$ cat config.mk
export PLATFORM = sky130hd
export DESIGN_NAME = iir_lookahead_mc_flat
export DESIGN_NICKNAME = d
export VERILOG_FILES = /design/src/rtl/iir_lookahead_mc_if.sv /design/src/rtl/iir_lookahead_mc.sv /design/src/flat_wrapper.sv
export SDC_FILE = /design/constraint.sdc
export NUM_CORES = 2
export LEC_CHECK = 0
export CORE_MARGIN = 2
export CORE_UTILIZATION = 45
export CTS_BUF_LIST = sky130_fd_sc_hd__clkbuf_4
export DETAILED_ROUTE_END_ITERATION = 7
export PLACE_DENSITY = 0.66
export SETUP_SLACK_MARGIN = 0.5
export SKIP_LAST_GASP = 1
export SLEW_MARGIN = 20
export SYNTH_ARGS = -nofsm -noshare
export SYNTH_HDL_FRONTEND = slang
export SYNTH_SLANG_ARGS = --single-unit
$ cat constraint.sdc
create_clock -name clk -period 19.9 [get_ports clk]
set_input_delay 3.98 -clock clk [delete_from_list [all_inputs] [get_ports clk]]
set_output_delay 3.98 -clock clk [all_outputs]
set_load 0.02 [all_outputs]
$ cat src/rtl/iir_lookahead_mc_if.sv
// Sample, coefficient and result bus of the multichannel lookahead IIR core.
// SAT_STATUS_EN adds the sticky saturation status pair sat_clr/sat_flag.
interface iir_lookahead_mc_if #(
   parameter int WIDTH    = 42,
   parameter int IN_W     = 10,
   parameter int OUT_W    = 10,
   parameter int CHANNELS = 4,
   parameter int CH_W     = (CHANNELS > 1) ? $clog2(CHANNELS) : 1
);
   logic                    coef_we;
   logic [3:0]              coef_addr;
   logic signed [WIDTH-1:0] coef_data;
   logic                    coefficients_ready;
   logic signed [IN_W-1:0]  x_adc;
   logic [CH_W-1:0]         ch_in;
   logic                    sample_ready;
   logic                    in_ready;
   logic signed [OUT_W-1:0] y_n;
   logic [CH_W-1:0]         ch_out;
   logic                    valid_out;
`ifdef SAT_STATUS_EN
   logic                    sat_clr;
   logic [CHANNELS-1:0]     sat_flag;
`endif

   modport master (
      output coef_we, coef_addr, coef_data, coefficients_ready,
      output x_adc, ch_in, sample_ready,
`ifdef SAT_STATUS_EN
      output sat_clr,
      input  sat_flag,
`endif
      input  in_ready, y_n, ch_out, valid_out
   );

   modport slave (
      input  coef_we, coef_addr, coef_data, coefficients_ready,
      input  x_adc, ch_in, sample_ready,
`ifdef SAT_STATUS_EN
      input  sat_clr,
      output sat_flag,
`endif
      output in_ready, y_n, ch_out, valid_out
   );
endinterface

$ cat src/rtl/iir_lookahead_mc.sv
// Multichannel lookahead IIR: y = sum bk*x[n-k] - a3*y[n-3] - a6*y[n-6].
// One shared sequential MAC; optional SAT_STATUS_EN sticky saturation flags.
module iir_lookahead_mc #(
   parameter int WHOLE_BITS = 10,
   parameter int FRAC_BITS  = 32,
   parameter int IN_W       = 10,
   parameter int OUT_W      = 10,
   parameter int CHANNELS   = 4
) (
   input logic         clk,
   input logic         reset,
   iir_lookahead_mc_if.slave bus
);
   localparam int WIDTH = WHOLE_BITS + FRAC_BITS;
   localparam int CH_W  = (CHANNELS > 1) ? $clog2(CHANNELS) : 1;
   localparam int SW    = (IN_W > OUT_W) ? IN_W : OUT_W;
   localparam int ACC_W = SW + WIDTH + 4;

   localparam logic [CH_W:0] CH_LIM = (CH_W + 1)'(CHANNELS);
   localparam logic signed [ACC_W-1:0] HALF_C = ACC_W'(1) << (FRAC_BITS - 1);
   localparam logic signed [ACC_W-1:0] Y_MAX  = ACC_W'((2 ** (OUT_W - 1)) - 1);
   localparam logic signed [ACC_W-1:0] Y_MIN  = ~Y_MAX;

   typedef enum logic [1:0] {IDLE, MAC, FINAL} state_t;

   state_t                  state_q, state_d;
   logic [3:0]              idx_q, idx_d;
   logic signed [ACC_W-1:0] acc_q, acc_d;
   logic signed [IN_W-1:0]  xcur_q, xcur_d;
   logic [CH_W-1:0]         ch_q, ch_d;
   logic signed [OUT_W-1:0] y_q, y_d;
   logic [CH_W-1:0]         cho_q, cho_d;
   logic                    vld_q, vld_d;

   logic signed [WIDTH-1:0] coef_q [9];
   logic signed [IN_W-1:0]  xh_q [CHANNELS][6];
   logic signed [OUT_W-1:0] yh_q [CHANNELS][6];

   logic signed [WIDTH-1:0] sel_c;
   logic signed [SW-1:0]    sel_x;
   logic signed [ACC_W-1:0] prod, rnd;
   logic signed [OUT_W-1:0] y_sat;
   logic                    sat_hit, accept;

   assign bus.in_ready  = (state_q == IDLE) && bus.coefficients_ready;
   assign bus.y_n       = y_q;
   assign bus.ch_out    = cho_q;
   assign bus.valid_out = vld_q;
   assign accept = bus.sample_ready && bus.in_ready && ({1'b0, bus.ch_in} < CH_LIM);

   // Select the coefficient/operand pair for the current MAC step.
   always_comb begin
      sel_c = '0;
      sel_x = '0;
      case (idx_q)
         4'd0: begin
            sel_c = coef_q[0];
            sel_x = SW'(xcur_q);
         end
         4'd1, 4'd2, 4'd3, 4'd4, 4'd5, 4'd6: begin
            sel_c = coef_q[idx_q];
            sel_x = SW'(xh_q[ch_q][3'(idx_q - 4'd1)]);
         end
         4'd7: begin
            sel_c = coef_q[7];
            sel_x = SW'(yh_q[ch_q][2]);
         end
         4'd8: begin
            sel_c = coef_q[8];
            sel_x = SW'(yh_q[ch_q][5]);
         end
         default: ;
      endcase
      prod = ACC_W'(sel_c) * ACC_W'(sel_x);
   end

   // Round half toward +inf, then clamp to the output range.
   always_comb begin
      rnd     = (acc_q + HALF_C) >>> FRAC_BITS;
      sat_hit = 1'b1;
      if (rnd > Y_MAX)
         y_sat = OUT_W'(Y_MAX);
      else if (rnd < Y_MIN)
         y_sat = OUT_W'(Y_MIN);
      else begin
         y_sat   = OUT_W'(rnd);
         sat_hit = 1'b0;
      end
   end

   // FSM next state and datapath next values.
   always_comb begin
      state_d = state_q;
      idx_d   = idx_q;
      acc_d   = acc_q;
      xcur_d  = xcur_q;
      ch_d    = ch_q;
      y_d     = y_q;
      cho_d   = cho_q;
      vld_d   = 1'b0;
      unique case (state_q)
         IDLE: begin
            if (accept) begin
               state_d = MAC;
               idx_d   = '0;
               acc_d   = '0;
               xcur_d  = bus.x_adc;
               ch_d    = bus.ch_in;
            end
         end
         MAC: begin
            acc_d = (idx_q >= 4'd7) ? acc_q - prod : acc_q + prod;
            idx_d = idx_q + 4'd1;
            if (idx_q == 4'd8)
               state_d = FINAL;
         end
         FINAL: begin
            y_d     = y_sat;
            cho_d   = ch_q;
            vld_d   = 1'b1;
            state_d = IDLE;
         end
         default: state_d = IDLE;
      endcase
   end

   // Control and datapath registers.
   always_ff @(posedge clk) begin
      if (!reset) begin
         state_q <= IDLE;
         idx_q   <= '0;
         acc_q   <= '0;
         xcur_q  <= '0;
         ch_q    <= '0;
         y_q     <= '0;
         cho_q   <= '0;
         vld_q   <= 1'b0;
      end else begin
         state_q <= state_d;
         idx_q   <= idx_d;
         acc_q   <= acc_d;
         xcur_q  <= xcur_d;
         ch_q    <= ch_d;
         y_q     <= y_d;
         cho_q   <= cho_d;
         vld_q   <= vld_d;
      end
   end

   // Coefficient bank; writable only while idle.
   always_ff @(posedge clk) begin
      if (!reset) begin
         for (int i = 0; i < 9; i++) coef_q[i] <= '0;
      end else if (state_q == IDLE && bus.coef_we && bus.coef_addr < 4'd9) begin
         coef_q[bus.coef_addr] <= bus.coef_data;
      end
   end

   // Per-channel history, shifted only on completion of that channel's sample.
   always_ff @(posedge clk) begin
      if (!reset) begin
         for (int c = 0; c < CHANNELS; c++)
            for (int k = 0; k < 6; k++) begin
               xh_q[c][k] <= '0;
               yh_q[c][k] <= '0;
            end
      end else if (state_q == FINAL) begin
         xh_q[ch_q][0] <= xcur_q;
         yh_q[ch_q][0] <= y_sat;
         for (int k = 1; k < 6; k++) begin
            xh_q[ch_q][k] <= xh_q[ch_q][k-1];
            yh_q[ch_q][k] <= yh_q[ch_q][k-1];
         end
      end
   end

`ifdef SAT_STATUS_EN
   logic [CHANNELS-1:0] sat_q, sat_d;

   // Sticky flags: clear applies to all, a same-cycle set wins.
   always_comb begin
      sat_d = bus.sat_clr ? '0 : sat_q;
      if (state_q == FINAL && sat_hit)
         sat_d[ch_q] = 1'b1;
   end

   // Saturation flag register.
   always_ff @(posedge clk) begin
      if (!reset) sat_q <= '0;
      else        sat_q <= sat_d;
   end

   assign bus.sat_flag = sat_q;
`else
   logic unused_sat;
   assign unused_sat = sat_hit;
`endif
endmodule

$ cat src/flat_wrapper.sv
// flat-port wrapper written by rule: the top's interface ports become plain ports
module iir_lookahead_mc_flat 
#(
   parameter int WHOLE_BITS = 10,
   parameter int FRAC_BITS  = 32,
   parameter int IN_W       = 10,
   parameter int OUT_W      = 10,
   parameter int CHANNELS   = 4
)
  (clk, reset, bus_coef_we, bus_coef_addr, bus_coef_data, bus_coefficients_ready, bus_x_adc, bus_ch_in, bus_sample_ready, bus_in_ready, bus_y_n, bus_ch_out, bus_valid_out);
  iir_lookahead_mc_if #(.WIDTH(42), .IN_W(IN_W), .OUT_W(OUT_W), .CHANNELS(CHANNELS)) bus_i ();
  input logic clk;
  input logic reset;
  input wire logic [$bits(bus_i.coef_we)-1:0] bus_coef_we;
  input wire logic [$bits(bus_i.coef_addr)-1:0] bus_coef_addr;
  input wire logic [$bits(bus_i.coef_data)-1:0] bus_coef_data;
  input wire logic [$bits(bus_i.coefficients_ready)-1:0] bus_coefficients_ready;
  input wire logic [$bits(bus_i.x_adc)-1:0] bus_x_adc;
  input wire logic [$bits(bus_i.ch_in)-1:0] bus_ch_in;
  input wire logic [$bits(bus_i.sample_ready)-1:0] bus_sample_ready;
  output wire logic [$bits(bus_i.in_ready)-1:0] bus_in_ready;
  output wire logic [$bits(bus_i.y_n)-1:0] bus_y_n;
  output wire logic [$bits(bus_i.ch_out)-1:0] bus_ch_out;
  output wire logic [$bits(bus_i.valid_out)-1:0] bus_valid_out;
  assign bus_i.coef_we = bus_coef_we;
  assign bus_i.coef_addr = bus_coef_addr;
  assign bus_i.coef_data = bus_coef_data;
  assign bus_i.coefficients_ready = bus_coefficients_ready;
  assign bus_i.x_adc = bus_x_adc;
  assign bus_i.ch_in = bus_ch_in;
  assign bus_i.sample_ready = bus_sample_ready;
  assign bus_in_ready = bus_i.in_ready;
  assign bus_y_n = bus_i.y_n;
  assign bus_ch_out = bus_i.ch_out;
  assign bus_valid_out = bus_i.valid_out;
  iir_lookahead_mc #(.WHOLE_BITS(WHOLE_BITS), .FRAC_BITS(FRAC_BITS), .IN_W(IN_W), .OUT_W(OUT_W), .CHANNELS(CHANNELS)) u_core (.clk(clk), .reset(reset), .bus(bus_i));
endmodule
==> run summary <==
Status: finished, final reports clean
Reg2reg path depth: 42
R2R setup slack: 5680 ps
FF-to-FF End: u_core.acc_q[54]$_SDFFE_PN0P_
Share of cells above drive strength 1: 16.0%
# DRC: 0
Initial antenna violation count: 13
H-tree Lvls: 5
Gpl congestion: 0.899
Inserted Clock Buffers: 345
RSZ-0062 raised after global routing: false
Clock root buffer master: clkbuf_4
DR vias/cell: 5.49
DRT Pass-1 Iters: 8
Crit-path max cell delay: 830 ps
Setup crit end kind: flop
Final wirelength: 182 mm
Sw Pwr: 1.91 mW
Total negative setup slack: 0 ps
Comb pwr share: 20.1%
Die Y: 406 um
Drt initial violations: 4037
Top FF cell, synth: edfxtp_1
GRT Overall Usage: 22.3%
CP arrival: 15400 ps
Hold-fix buffers, CTS: 0
Row count: 147
Vias: 47100
CP Class: reg2reg
Vias in the first global route: 48200
LEAKAGE: 31.9 nW
Hold_sp: u_core.bus.ch_out[1]$_SDFFE_PN0N_
Synth area leader: edfxtp_1
TritonCTS clock tree: built
Syn Inst Count: 5722
Final-stage net count: 6787
Async S/R FF share, synth: 0%
Clk pin slew, worst setup/hold paths: 60 ps
Core Area: 0.160 sq mm
Sequential share of the synthesized area: 50.2%
Grt ovf: 0
P_int: 4.64 mW
Worst-path fanout max: 45
Clock share of power: 33.4%
Worst Skew: 159 ps
Critical Path Sink: u_core.acc_q[54]$_SDFFE_PN0P_
CP Data Required Time: 21080 ps
Die width: 406 um
CTS sink count: 1245
Netlist Area Pre-Place: 0.0726 sq mm
Most frequent CP cell: fa_1
DR WL/cell: 21.2 um
Sw Ratio: 29.1%
Worst setup SP type: flop
Port buffer count: 76
Setup-failing EPs final: 0
Die area: 0.165 sq mm
Max VDD drop: 0.0631 mV
Top cells by count, synth: 1152 x edfxtp_1, 659 x and2_1, 461 x inv_1
Hold Path Class: reg2reg
Post-CTS sizing: 0
Post-route ant nets: 0
Layout Area Growth over Synthesis: 11.5%
Number of synthesized flops with an enable pin: 1152
Clock Tree Buf Depth: 4
Yosys reg bits: 1245
Max-Cap Viols: 0
Postcts setup bufs: 0
Average cell area after synthesis: 12.7 sq um
Top-area cell type share of the netlist area: 47.6%
Filler cells: 14100
Worst slew margin: 23.7%
Final Hold Fails: 0
Crit share post-route: 71.5%
Min cycle time layout: 14220 ps
DP HPWL: 113 mm
Most numerous cell in the Yosys netlist: edfxtp_1
Area contributors post-synth: edfxtp_1 48%, mux4_2 10%, fa_1 9.6%
CP max stage cell: dfxtp_4
Final WS setup: 5680 ps
Achievable Freq: 0.0703 GHz
Sequential Power Share: 46.5%
Place WS: 5910 ps
Synth Warn #: 0
Netlist cell types: 87
Pwr Density: 80.9 mW/mm^2
Total power draw: 6.55 mW
Global-route wire length before repair: 282 mm
Slew Limit Fails: 0
Starting Density: 45.3%
Worst slew pin tran: 1140 ps
Clk Latency, worst-skew pair: 1390 ps
Largest net degree at the start of global routing: 121
Boundary Pins: 77
## state kept, by name, summed over array words and instances (netlist names), named ones only
name,flops
u_core.coef_q,672
u_core.xh_q,240
u_core.yh_q,240
u_core.acc_q,56
u_core.bus.y_n,10
u_core.xcur_q,10
u_core.idx_q,4
u_core.bus.ch_out,2
u_core.ch_q,2
u_core.state_q,2
u_core.bus.valid_out,1
## logic make-up (layout without fill, tap and decap cells)
family	after synthesis	count (layout)	share of synthesized area [%]
XOR/XNOR	157	157	1.89
AO/OA/AOI/OAI	711	711	6.30
multiplexers	356	356	10.6
other	1	307	0.00516
adder cells (fa/ha/maj)	522	522	12.6
buffers and inverters	791	1180	4.19
AND/OR/NAND/NOR	1939	1939	14.3
flip-flops	1245	1245	50.2
## cells in the final DEF, fill, tap and decap left out, types with 42 or more instances in the layout
master,count
a21o_1,57
conb_1,294
clkinv_1,42
buf_4,86
clkbuf_4,495
nand3_1,68
mux4_2,327
inv_1,461
nor2b_1,114
edfxtp_1,1152
a21oi_1,209
ha_1,173
and2_1,660
and3_1,213
nand2_1,443
fa_1,349
xor2_1,71
a22o_1,46
nor2_1,245
xnor2_1,86
dfxtp_1,87
o21ai_0,119
clkdlybuf4s50_1,75
## power by group through the flow
stage | Sequential, mW | Clock [mW] | Combinational [mW]
after floorplan | 3.08 | 0 | 0.961
after global placement | 3.09 | 0 | 1.29
after detailed placement | 3.10 | 0 | 1.30
after CTS | 3.04 | 2.25 | 1.31
after global routing | 3.05 | 2.38 | 1.46
final | 3.04 | 2.19 | 1.32
## critical path: cells and delay by family, from the launching register on
kind	cells	cell delay, ps
XOR/XNOR	2	240
AND/OR/NAND/NOR	10	2820
buffers and inverters	8	2440
multiplexers	1	390
adder cells (fa/ha/maj)	7	3100
flip-flops	1	830
AO/OA/AOI/OAI	14	4170
## per-layer routing
| metal | track usage (%) | up-vias | part of all wire (%) |
|---|---|---|---|
| met3 | 4.18 | 299 | 7.7 |
| li1 | - | 21300 | - |
| met5 | 0 | - | 0.050 |
| met4 | 6.89 | 14 | 2.1 |
| met1 | 30.1 | 23800 | 42 |
| met2 | 36.9 | 1709 | 48 |
## per-stage QoR
stage / instance area, sq um / std cells / util, % / hold slack [ps]
final: 81000 / 8577 / 50.5 / 474
after global routing: 81000 / 8574 / 50.5 / 498
after CTS: 80900 / 8564 / 50.4 / 473
after detailed placement: 76900 / 8015 / 48.0 / 462
after global placement: 76900 / 8015 / 48.0 / 460
after floorplan: 73700 / 6015 / - / 456
## how the worst min path moves through the flow
stage | to | slack (ps) | cells after the start
after floorplan | u_core.acc_q[13]$_SDFFE_PN0P_ | 460 | 2
after global placement | u_core.bus.ch_out[0]$_SDFFE_PN0N_ | 460 | 2
after detailed placement | u_core.bus.ch_out[1]$_SDFFE_PN0N_ | 460 | 2
after CTS | u_core.bus.ch_out[1]$_SDFFE_PN0N_ | 470 | 2
after global routing | u_core.bus.ch_out[1]$_SDFFE_PN0N_ | 500 | 2
final | u_core.bus.ch_out[1]$_SDFFE_PN0N_ | 470 | 2
## layout make-up
type	count	area (sq um)	share of cell area [%]
clock buffers	495	3720	4.59
flip-flops and latches	1245	36500	45.1
inverters	464	1740	2.15
repair buffers	167	1500	1.85
well taps	2160	2700	3.34
diodes	13	32.5	0.0402
clock inverters	54	263	0.325
multi-input cells	3979	34500	42.7
(Power assumes the default switching activity.)
